`src/rtl/ts_ram_rd_arbiter.sv`:
```
// Round-robin read arbiter for TS buffer RAM port B: requester A (DMA readback) vs B (TS output).
// Latency: grant/address combinational in cycle t; tagged rd_data with a/b_dvld in cycle t+RD_LAT+1.
// Backpressure: a requester not granted must hold req/addr; the owner yields after BURST_MAX if the other waits.
module ts_ram_rd_arbiter #(
    parameter int ADDR_W    = 11,
    parameter int DATA_W    = 512,
    parameter int RD_LAT    = 1,
    parameter int BURST_MAX = 4
) (
    input  logic              clk,
    input  logic              rst,
    input  logic              a_req,
    input  logic [ADDR_W-1:0] a_addr,
    output logic              a_gnt,
    output logic              a_dvld,
    input  logic              b_req,
    input  logic [ADDR_W-1:0] b_addr,
    output logic              b_gnt,
    output logic              b_dvld,
    output logic              ram_en,
    output logic [ADDR_W-1:0] ram_raddr,
    input  logic [DATA_W-1:0] ram_doutb,
    output logic [DATA_W-1:0] rd_data,
    output logic [15:0]       grant_cnt_a,
    output logic [15:0]       grant_cnt_b
);

    typedef enum logic [1:0] {IDLE, OWN_A, OWN_B} state_t;

    localparam logic [3:0] BMAX = 4'(BURST_MAX);

    state_t      state_q, state_d;
    logic [3:0]  cnt_q, cnt_d;
    logic        rr_q, rr_d;          // last owner: 1 = B, 0 = A
    logic [3:0]  cnt_inc;
    logic        gnt_a, gnt_b;
    logic [1:0]  tag_q [RD_LAT];
    logic        a_dvld_q, b_dvld_q;
    logic [DATA_W-1:0] rd_data_q;
    logic [15:0] gcnt_a_q, gcnt_b_q;

    assign cnt_inc = (cnt_q == 4'hF) ? cnt_q : cnt_q + 4'd1;

    always_comb begin
        state_d = state_q;
        cnt_d   = cnt_q;
        rr_d    = rr_q;
        gnt_a   = 1'b0;
        gnt_b   = 1'b0;
        case (state_q)
            IDLE: begin
                if (a_req && (!b_req || rr_q)) begin
                    gnt_a   = 1'b1;
                    state_d = OWN_A;
                    cnt_d   = 4'd1;
                end else if (b_req) begin
                    gnt_b   = 1'b1;
                    state_d = OWN_B;
                    cnt_d   = 4'd1;
                end
            end
            OWN_A: begin
                if (a_req && (!b_req || cnt_q < BMAX)) begin
                    gnt_a = 1'b1;
                    cnt_d = cnt_inc;
                end else if (b_req) begin
                    gnt_b   = 1'b1;
                    state_d = OWN_B;
                    cnt_d   = 4'd1;
                    rr_d    = 1'b0;
                end else begin
                    state_d = IDLE;
                    rr_d    = 1'b0;
                end
            end
            OWN_B: begin
                if (b_req && (!a_req || cnt_q < BMAX)) begin
                    gnt_b = 1'b1;
                    cnt_d = cnt_inc;
                end else if (a_req) begin
                    gnt_a   = 1'b1;
                    state_d = OWN_A;
                    cnt_d   = 4'd1;
                    rr_d    = 1'b1;
                end else begin
                    state_d = IDLE;
                    rr_d    = 1'b1;
                end
            end
            default: state_d = IDLE;
        endcase
        // Reset masks grants so nothing reaches the RAM or the tag pipe.
        if (rst) begin
            gnt_a = 1'b0;
            gnt_b = 1'b0;
        end
    end

    always_ff @(posedge clk) begin
        if (rst) begin
            state_q <= IDLE;
            cnt_q   <= 4'd0;
            rr_q    <= 1'b1;
        end else begin
            state_q <= state_d;
            cnt_q   <= cnt_d;
            rr_q    <= rr_d;
        end
    end

    always_ff @(posedge clk) begin
        if (rst) begin
            for (int i = 0; i < RD_LAT; i++) tag_q[i] <= 2'b00;
            a_dvld_q  <= 1'b0;
            b_dvld_q  <= 1'b0;
            rd_data_q <= '0;
            gcnt_a_q  <= 16'd0;
            gcnt_b_q  <= 16'd0;
        end else begin
            tag_q[0] <= {gnt_a, gnt_b};
            for (int i = 1; i < RD_LAT; i++) tag_q[i] <= tag_q[i-1];
            a_dvld_q  <= tag_q[RD_LAT-1][1];
            b_dvld_q  <= tag_q[RD_LAT-1][0];
            rd_data_q <= ram_doutb;
            if (gnt_a && gcnt_a_q != 16'hFFFF) gcnt_a_q <= gcnt_a_q + 16'd1;
            if (gnt_b && gcnt_b_q != 16'hFFFF) gcnt_b_q <= gcnt_b_q + 16'd1;
        end
    end

    assign a_gnt       = gnt_a;
    assign b_gnt       = gnt_b;
    assign ram_en      = gnt_a | gnt_b;
    assign ram_raddr   = gnt_a ? a_addr : (gnt_b ? b_addr : '0);
    assign a_dvld      = a_dvld_q;
    assign b_dvld      = b_dvld_q;
    assign rd_data     = rd_data_q;
    assign grant_cnt_a = gcnt_a_q;
    assign grant_cnt_b = gcnt_b_q;

endmodule
```
`config.mk`:
```
export PLATFORM = sky130hd
export DESIGN_NAME = ts_ram_rd_arbiter
export DESIGN_NICKNAME = d
export VERILOG_FILES = /design/src/rtl/ts_ram_rd_arbiter.sv
export SDC_FILE = /design/constraint.sdc
export NUM_CORES = 1
export LEC_CHECK = 0
export CAP_MARGIN = 10
export CORE_AREA = 2 2 424 426
export CTS_CLUSTER_SIZE = 10
export DETAILED_ROUTE_END_ITERATION = 12
export DIE_AREA = 0 0 426 428
export SYNTH_ARGS = -nofsm -noshare
export SYNTH_HDL_FRONTEND = slang
export SYNTH_SLANG_ARGS = --single-unit
export TNS_END_PERCENT = 50
```
`constraint.sdc`:
```
create_clock -name clk -period 5.61 [get_ports clk]
set_input_delay 1.122 -clock clk [delete_from_list [all_inputs] [get_ports clk]]
set_output_delay 1.122 -clock clk [all_outputs]
set_load 0.02 [all_outputs]
```
==> impl_results.md <==
* Startpoint class of the critical path: primary input
* Number of pins with negative max-slew slack in the final report at 0
* Drt drc at 0
* Root Buffer Master: clkbuf_16
* Timing-limited maximum frequency at a little under 200 MHz
* Worst Hold Slack at roughly 0.45 ns
* Cell depth of the worst hold path at 1
* Area of the mapped netlist at 16,300 um^2
* Total detailed-routing wirelength at 120,000 um
* Crit-path cells: clkdlybuf4s50_1 -> o21ai_0 -> a21oi_1 -> a21o_1 -> nand2_1 -> inv_1 -> a22o_1 -> clkdlybuf4s50_1
* Most frequently used flop master after synthesis: dfxtp_1
* Layout Area Growth over Synthesis at 98.9%
* Max cap viols at 0
* Worst slack after detailed placement at around 0.63 ns
* Peak-usage layer in the global routing report: met2
* Power share of the sequential group at 39.8%
* Crit-path slowest cell: clkdlybuf4s50_1
* Count of distinct cell types in the synthesized netlist at 56
* First drt pass iteration count at 5
* Total clock sinks at roughly 560
* Core footprint at about 180,000 um^2
* Number of buffers added on ports at between 1k and 1.5k
* Number of nets still failing antenna checks after routing at 0
* Number of placed instances with taps included at between 4k and 5k
* Worst slew margin relative to its limit at 26.4%
* Count of flip-flops with a built-in enable after synthesis at 0
* Register area at around 11,000 um^2
* Clock latency on the worst-skew pair at 0.67 ns
* Class of the worst hold path: reg -> reg
* Number of global-route vias before repair at 14.9k
* Wirelength per Cell at approximately 24 um
* Quantity of gates resized following cts at 0
* Post-route non-filler standard cell count at 4,901
* Internal at 7.89 mW
* Cell count after synthesis at about 1.4k
* Placed wire-length estimate at a little over 100,000 um
* Required time of the critical path at 4.49 ns
* Row count at 155
* Crit Path Max Fanout at 13
* Critical Path AT at 3.97 ns
* Final Util at 18.2%
* Sequential element share of the synthesized area at roughly two thirds
* Power Dens Cells at 329 nW/um^2
* CTS H-tree depth at 3
* Gp weighted congestion at 0.950
* CTS tree: built
* Global-route wire length before repair at 151,000 um
* Number of synthesis warnings at 0
* Final Critical Period at just over 5 ns
* Post-route fraction of the period consumed by the critical path at 90.7%
* Kind of end point of the critical path: primary output
* Slew @ Worst Pin at between 1 and 1.5 ns
* Final Skew at 0.0235 ns
* Sw Ratio at between 20 and 30%
* Floorplan die area at 182,000 um^2
* Net total in the final layout at 3,041
* Met2 track demand over resource in global routing at 22.0%
* Cell mode on critical path: clkdlybuf4s50_1
* Avg Inst Size Synth at about 12 um^2
* Width of the die at around 430 um
* Path depth of the worst reg2reg path at 7
* Antenna violations before repair at 119
* DRC violation total after the first TritonRoute iteration at 620
* Starting density of the core at 9.15%
* P_sw at 2.76 mW
* CTS buffer count at 75
* Count of endpoints failing setup in the final report at 0
* Part of the power in the clock network at roughly 45%
* Remaining global-route overflow at 0
* Share of final-layout standard cells stronger than drive strength 1 at slightly above 5%
* PnR worst setup slack at 0.522 ns
* Delay contributed by the slowest stage of the critical path at 0.73 ns
* Met3 capacity usage during global routing at 8.24%
* Overall track demand over capacity in global routing at 12.7%
* Worst Setup Path Type: in -> out
* Setup TNS after final layout at 0 ns
* Hold violation count in the final report at 0
* Die boundary height at ~430 um
* Number of setup buffers added after CTS at 0
* Static Leakage at around 12 nW
* Count of boundary I/O pins at 1,098
* Mapped Nets at slightly below 2k
* Hold-fix buffers at CTS at 0
* Maximum number of pins on one net before global-route repair at 140
* RSZ-0062 raised after global routing: no
* Relative contribution of combinational cells to total power at 15.0%
* Vias at 14.7k
* Clock Tree Buf Depth at 3
* Clock transition time at the flip-flop clock pins of the worst setup and hold paths at about 0.06 ns
* Result of the run: complete, no violations
* Flip-flop and latch count after synthesis at ~560
* Via density at 3.00
* Area of combinational cells with multiple inputs at approximately 4800 um^2
* Fraction of synthesis flops using an asynchronous set or reset pin at 0%
* Met1 routing resource usage after global routing at 12.2%
* Total of fill cells in the finished design at 19.6k
* Worst vdd rail ir drop at 0.201 mV
-- logic make-up (layout without fill, tap and decap cells) --
logic type,after synthesis,in the layout,share of synthesized area [%]
and+or+nand+nor,644,644,24.2
DFF,555,555,68.3
AOI/OAI and AO/OA,77,77,3.41
adders and majority gates,7,7,0.539
other,0,11,0
xor gates and xnor gates,14,14,0.754
buffers and inverters,86,1233,2.42
muxes,5,5,0.323
-- power by group through the flow --
| stage | combinational (mW) | sequential [mW] | clock (mW) |
|---|---|---|---|
| floorplan | 0.328 | 4.56 | 0 |
| global placement | 1.61 | 4.32 | 0 |
| detailed placement | 1.61 | 4.32 | 0 |
| CTS | 1.62 | 4.24 | 5.05 |
| global route | 1.69 | 4.25 | 5.18 |
| finish | 1.60 | 4.24 | 4.82 |
-- placed cells by master (no fill, tap or decap), types with 4 or more instances in the layout --
master           count
diode_2             11
clkbuf_1            12
buf_4                7
dfxtp_1            555
ha_1                 7
o21ai_0             10
o31ai_1             11
nor3_1               9
xnor2_1             14
clkbuf_16           77
or4_1                6
a21oi_1             22
nand3_1             14
nor4_1              11
nor2b_1            517
a22o_1              11
nand4_1             10
nor2_1              23
clkbuf_8            12
inv_1               11
nand2_1             24
clkdlybuf4s50_1   1096
bufinv_16            6
and3_1               4
-- worst max-delay path, delay by kind of cell --
| family | cells | cell delay, ns |
|---|---|---|
| and+or+nand+nor | 1 | 0.16 |
| buffers and inverters | 3 | 1.82 |
| AOI/OAI and AO/OA | 4 | 0.84 |
-- flip-flops by register name, summed over array words and instances (netlist names), 2 cells and up --
name / flops
rd_data: 512
grant_cnt_a: 16
grant_cnt_b: 16
cnt_q: 4
state_q: 2
tag_q: 2
-- worst paths after layout --
kind | from | endpoint | slack [ns]
worst max-delay path | a_req | ram_raddr[7] | 0.52
worst max register to register | state_q[0]$_SDFFE_PP0P_ | grant_cnt_a[15]$_SDFFE_PP0P_ | 3.07
worst min register to register | tag_q[0][0]$_SDFF_PP0_ | b_dvld$_SDFF_PP0_ | 0.45
worst min-delay path | tag_q[0][0]$_SDFF_PP0_ | b_dvld$_SDFF_PP0_ | 0.45
-- stage by stage --
step / area, um^2 / power (mW)
detailed placement: 29900 / 5.93
finish: 32300 / 10.7
CTS: 32300 / 10.9
global placement: 29900 / 5.92
floorplan: 16300 / 4.89
global route: 32300 / 11.1
-- synth_stat cells (all sizes together), types with 2 or more instances --
cell type    n  area (um^2)
o41ai        2         36.3
nand4       11         75.1
ha           7         87.6
o311ai       2         17.5
nand2b       2         12.5
o31ai       11         82.6
a21oi       23          119
dfxtp      555        11100
nor2b      517         3230
mux2i        3         30.0
or3          5         33.8
a211oi       2         15.0
clkbuf      67          302
and4         3         26.3
o211ai       3         22.5
a22o        11         96.3
xnor2       14          123
a211o        2         17.5
and3         4         25.0
nor4        13         93.8
nand3       14         70.1
a21o         3         22.5
or4         10         82.6
nor3b        2         15.0
mux2         2         22.5
nor3        10         55.1
buf          7         46.3
nand3b       2         15.0
and2         2         12.5
nand2       24         90.1
o21ai       11         66.3
inv         11         41.3
nor2        23         86.3
-- metal layers --
metal / part of all wire [%] / vias to the layer above
li1: - / 6638
met1: 33 / 6891
met2: 49 / 839
met3: 14 / 326
met4: 3.4 / 8
met5: 0.042 / -
-- final cells by class --
| class | instances | share of cell area (%) |
|---|---|---|
| clock inverters | 15 | 0.789 |
| inverters | 12 | 0.139 |
| clock buffers | 101 | 6.61 |
| repair buffers | 1105 | 34.2 |
| multi-input cells | 747 | 14.7 |
| diodes | 11 | 0.0851 |
| flip-flops and latches | 555 | 34.4 |
| well taps | 2355 | 9.11 |
(Power assumes the default switching activity.)
==> edit (same flow settings) <==
Set the parameter `DATA_W` to 128 (it was 512).
--- a/src/rtl/ts_ram_rd_arbiter.sv
+++ b/src/rtl/ts_ram_rd_arbiter.sv
@@ -3,7 +3,7 @@
 // Backpressure: a requester not granted must hold req/addr; the owner yields after BURST_MAX if the other waits.
 module ts_ram_rd_arbiter #(
     parameter int ADDR_W    = 11,
-    parameter int DATA_W    = 512,
+    parameter int DATA_W    = 128,
     parameter int RD_LAT    = 1,
     parameter int BURST_MAX = 4
 ) (
Ports: changed (resized ram_doutb and rd_data); port bits go from 1098 to 330. No check against the original RTL was run, so the function may have changed too.
==> edit against the unedited design <==
Worst setup slack better by 0.29 ns. Wire length is 76% lower. Sequential cell count fell by 384. Final area shrank 61%. First-iteration DRC count is 68% lower. Synthesized area fell by 63%. Power fell by 70%. Register-to-register slack improved by 0.07 ns. Critical path type unchanged. Largest power group is now sequential cells.
==> edit: results (changes against the unedited design) <==
Worst setup path
  – FF-to-FF setup slack: 3.14 ns (was 3.07 ns)
  – Crit path DAT: 3.67 ns (was 3.97 ns)
  – Setup crit end: ram_raddr[5] (was ram_raddr[7])
  – Reg-to-Reg End: grant_cnt_a[14] (was grant_cnt_a[15])
  – CP max FO: 13 (unchanged)
  – Slowest cell delay on critical path: 0.71 ns (was 0.73 ns)

Timing
  – Clock skew: 0.02784 ns (was 0.02345 ns)
  – WHS: 0.4471 ns (was 0.4521 ns)
  – Relative slew slack: 39.74% (was 26.42%)

Placement
  – DP HPWL: 22.55 mm (was 101.3 mm)
  – IO buf count: 329 (was 1097)
  – Placer Congestion: 0.8159 (was 0.9497)
  – Post-placement cell count: 3230 (was 4774)

Yosys
  – Top post-synthesis cells by area: dfxtp_1 57%, nor2b_1 14%, xnor2_1 1.9% (was dfxtp_1 68%, nor2b_1 20%, clkbuf_1 1.4%)
  – Post-synth top cells: 171 x dfxtp_1, 134 x nor2b_1, 21 x nor2_1 (was 555 x dfxtp_1, 517 x nor2b_1, 62 x clkbuf_1)
  – Syn_nets: 733 (was 1933)
  – Cell count after synthesis: 572 (was 1388)
  – Sequential share of the synthesized area: 56.99% (was 68.32%)
  – Post-synth cell types: 58 (was 56)

GRT
  – Initial antenna violation count: 5 (was 119)
  – First-pass GRT wire length: 39.65 mm (was 151.0 mm)
  – Vias in the first global route: 5099 (was 14900)
  – Largest net degree at the start of global routing: 67 (was 140)
  – All-Layer GR Usage: 3.156% (was 12.74%)

Clock network
  – Total CTS buffers: 17 (was 75)
  – Clock Path Buffers: 2 (was 3)
  – Clk_lat worst skew: 0.50 ns (was 0.67 ns)
  – H-tree levels: 4 (was 3)

Detailed routing
  – Via density: 1.606 (was 3.000)
  – Wirelength per Cell: 8.801 um (was 24.44 um)
  – Initial DRC Count: 200 (was 620)
  – Vias: 5242 (was 14700)

Layout
  – Number of flip-flops in the largest register: 128 (was 512)
  – Nets: 1055 (was 3041)
  – Layout cells sized above 1: 6.395% (was 5.128%)

Status
  – Outcome: completed (unchanged)

Worst hold path
  – Hold Crit Class: flip-flop to flip-flop (unchanged)
  – HP Start: tag_q[0][1] (was tag_q[0][0])
  – Worst Hold Endpoint: a_dvld (was b_dvld)

Power and ir drop
  – Int Pwr: 2.216 mW (was 7.892 mW)
  – Leakage: 3.742 nW (was 11.54 nW)
  – Max VDD drop: 0.1728 mV (was 0.2005 mV)
[edit: cell type report]
type                            instances  area (um2)
Fill cell                           20830      164900
Sequential cell                       171        3423
Timing Repair Buffer                  333        3324
Tap cell                             2355        2947
Multi-Input combinational cell        360        2396
Clock buffer                           19       452.9
Clock inverter                         13       145.1
Inverter                               11       41.29
Antenna cell                            2       5.005
[edit: power groups by stage]
stage,registers (mW),logic [mW],clock network (mW)
after floorplan,1.39,0.199,0
after global placement,1.33,0.567,0
after detailed placement,1.34,0.570,0
after CTS,1.31,0.572,1.38
after global routing,1.31,0.602,1.41
final,1.31,0.563,1.29
[edit: worst reg2reg max path: stages, from the launching register on]
cell and delay [ns]:
dfxtp_1 0.38, inv_1 0.08, ha_1 0.27, a211oi_1 0.27, nand2_1 0.13, a21oi_2 0.72
nor3_1 0.21, mux2_2 0.32
[edit: stage by stage]
stage | instance area [um2] | setup WS, ns
after global routing | 12730 | 0.6501
after detailed placement | 12130 | 0.8371
final | 12730 | 0.8163
after global placement | 12130 | 0.9080
after CTS | 12730 | 0.8393
after floorplan | 6007 | 2.188
[edit: logic make-up (layout without fill, tap and decap cells)]
family / Yosys count / count (layout) / share of synthesized area (%)
simple gates: 254 / 254 / 25.91
flops: 171 / 171 / 56.99
xor+xnor: 13 / 13 / 1.895
other cells: 0 / 2 / 0
compound gates: 81 / 81 / 9.748
fa+ha+maj: 7 / 7 / 1.458
mux: 5 / 5 / 0.8748
buf+inv: 41 / 376 / 3.124
[edit: routing by layer]
| layer | global-route usage (%) | up-vias | share of wire [%] |
|---|---|---|---|
| met5 | 0 | - | 0 |
| met4 | 1.651 | 0 | 2.4 |
| met3 | 0.5396 | 25 | 2.5 |
| met2 | 6.214 | 82 | 59 |
| met1 | 3.086 | 2532 | 36 |
| li1 | - | 2603 | - |
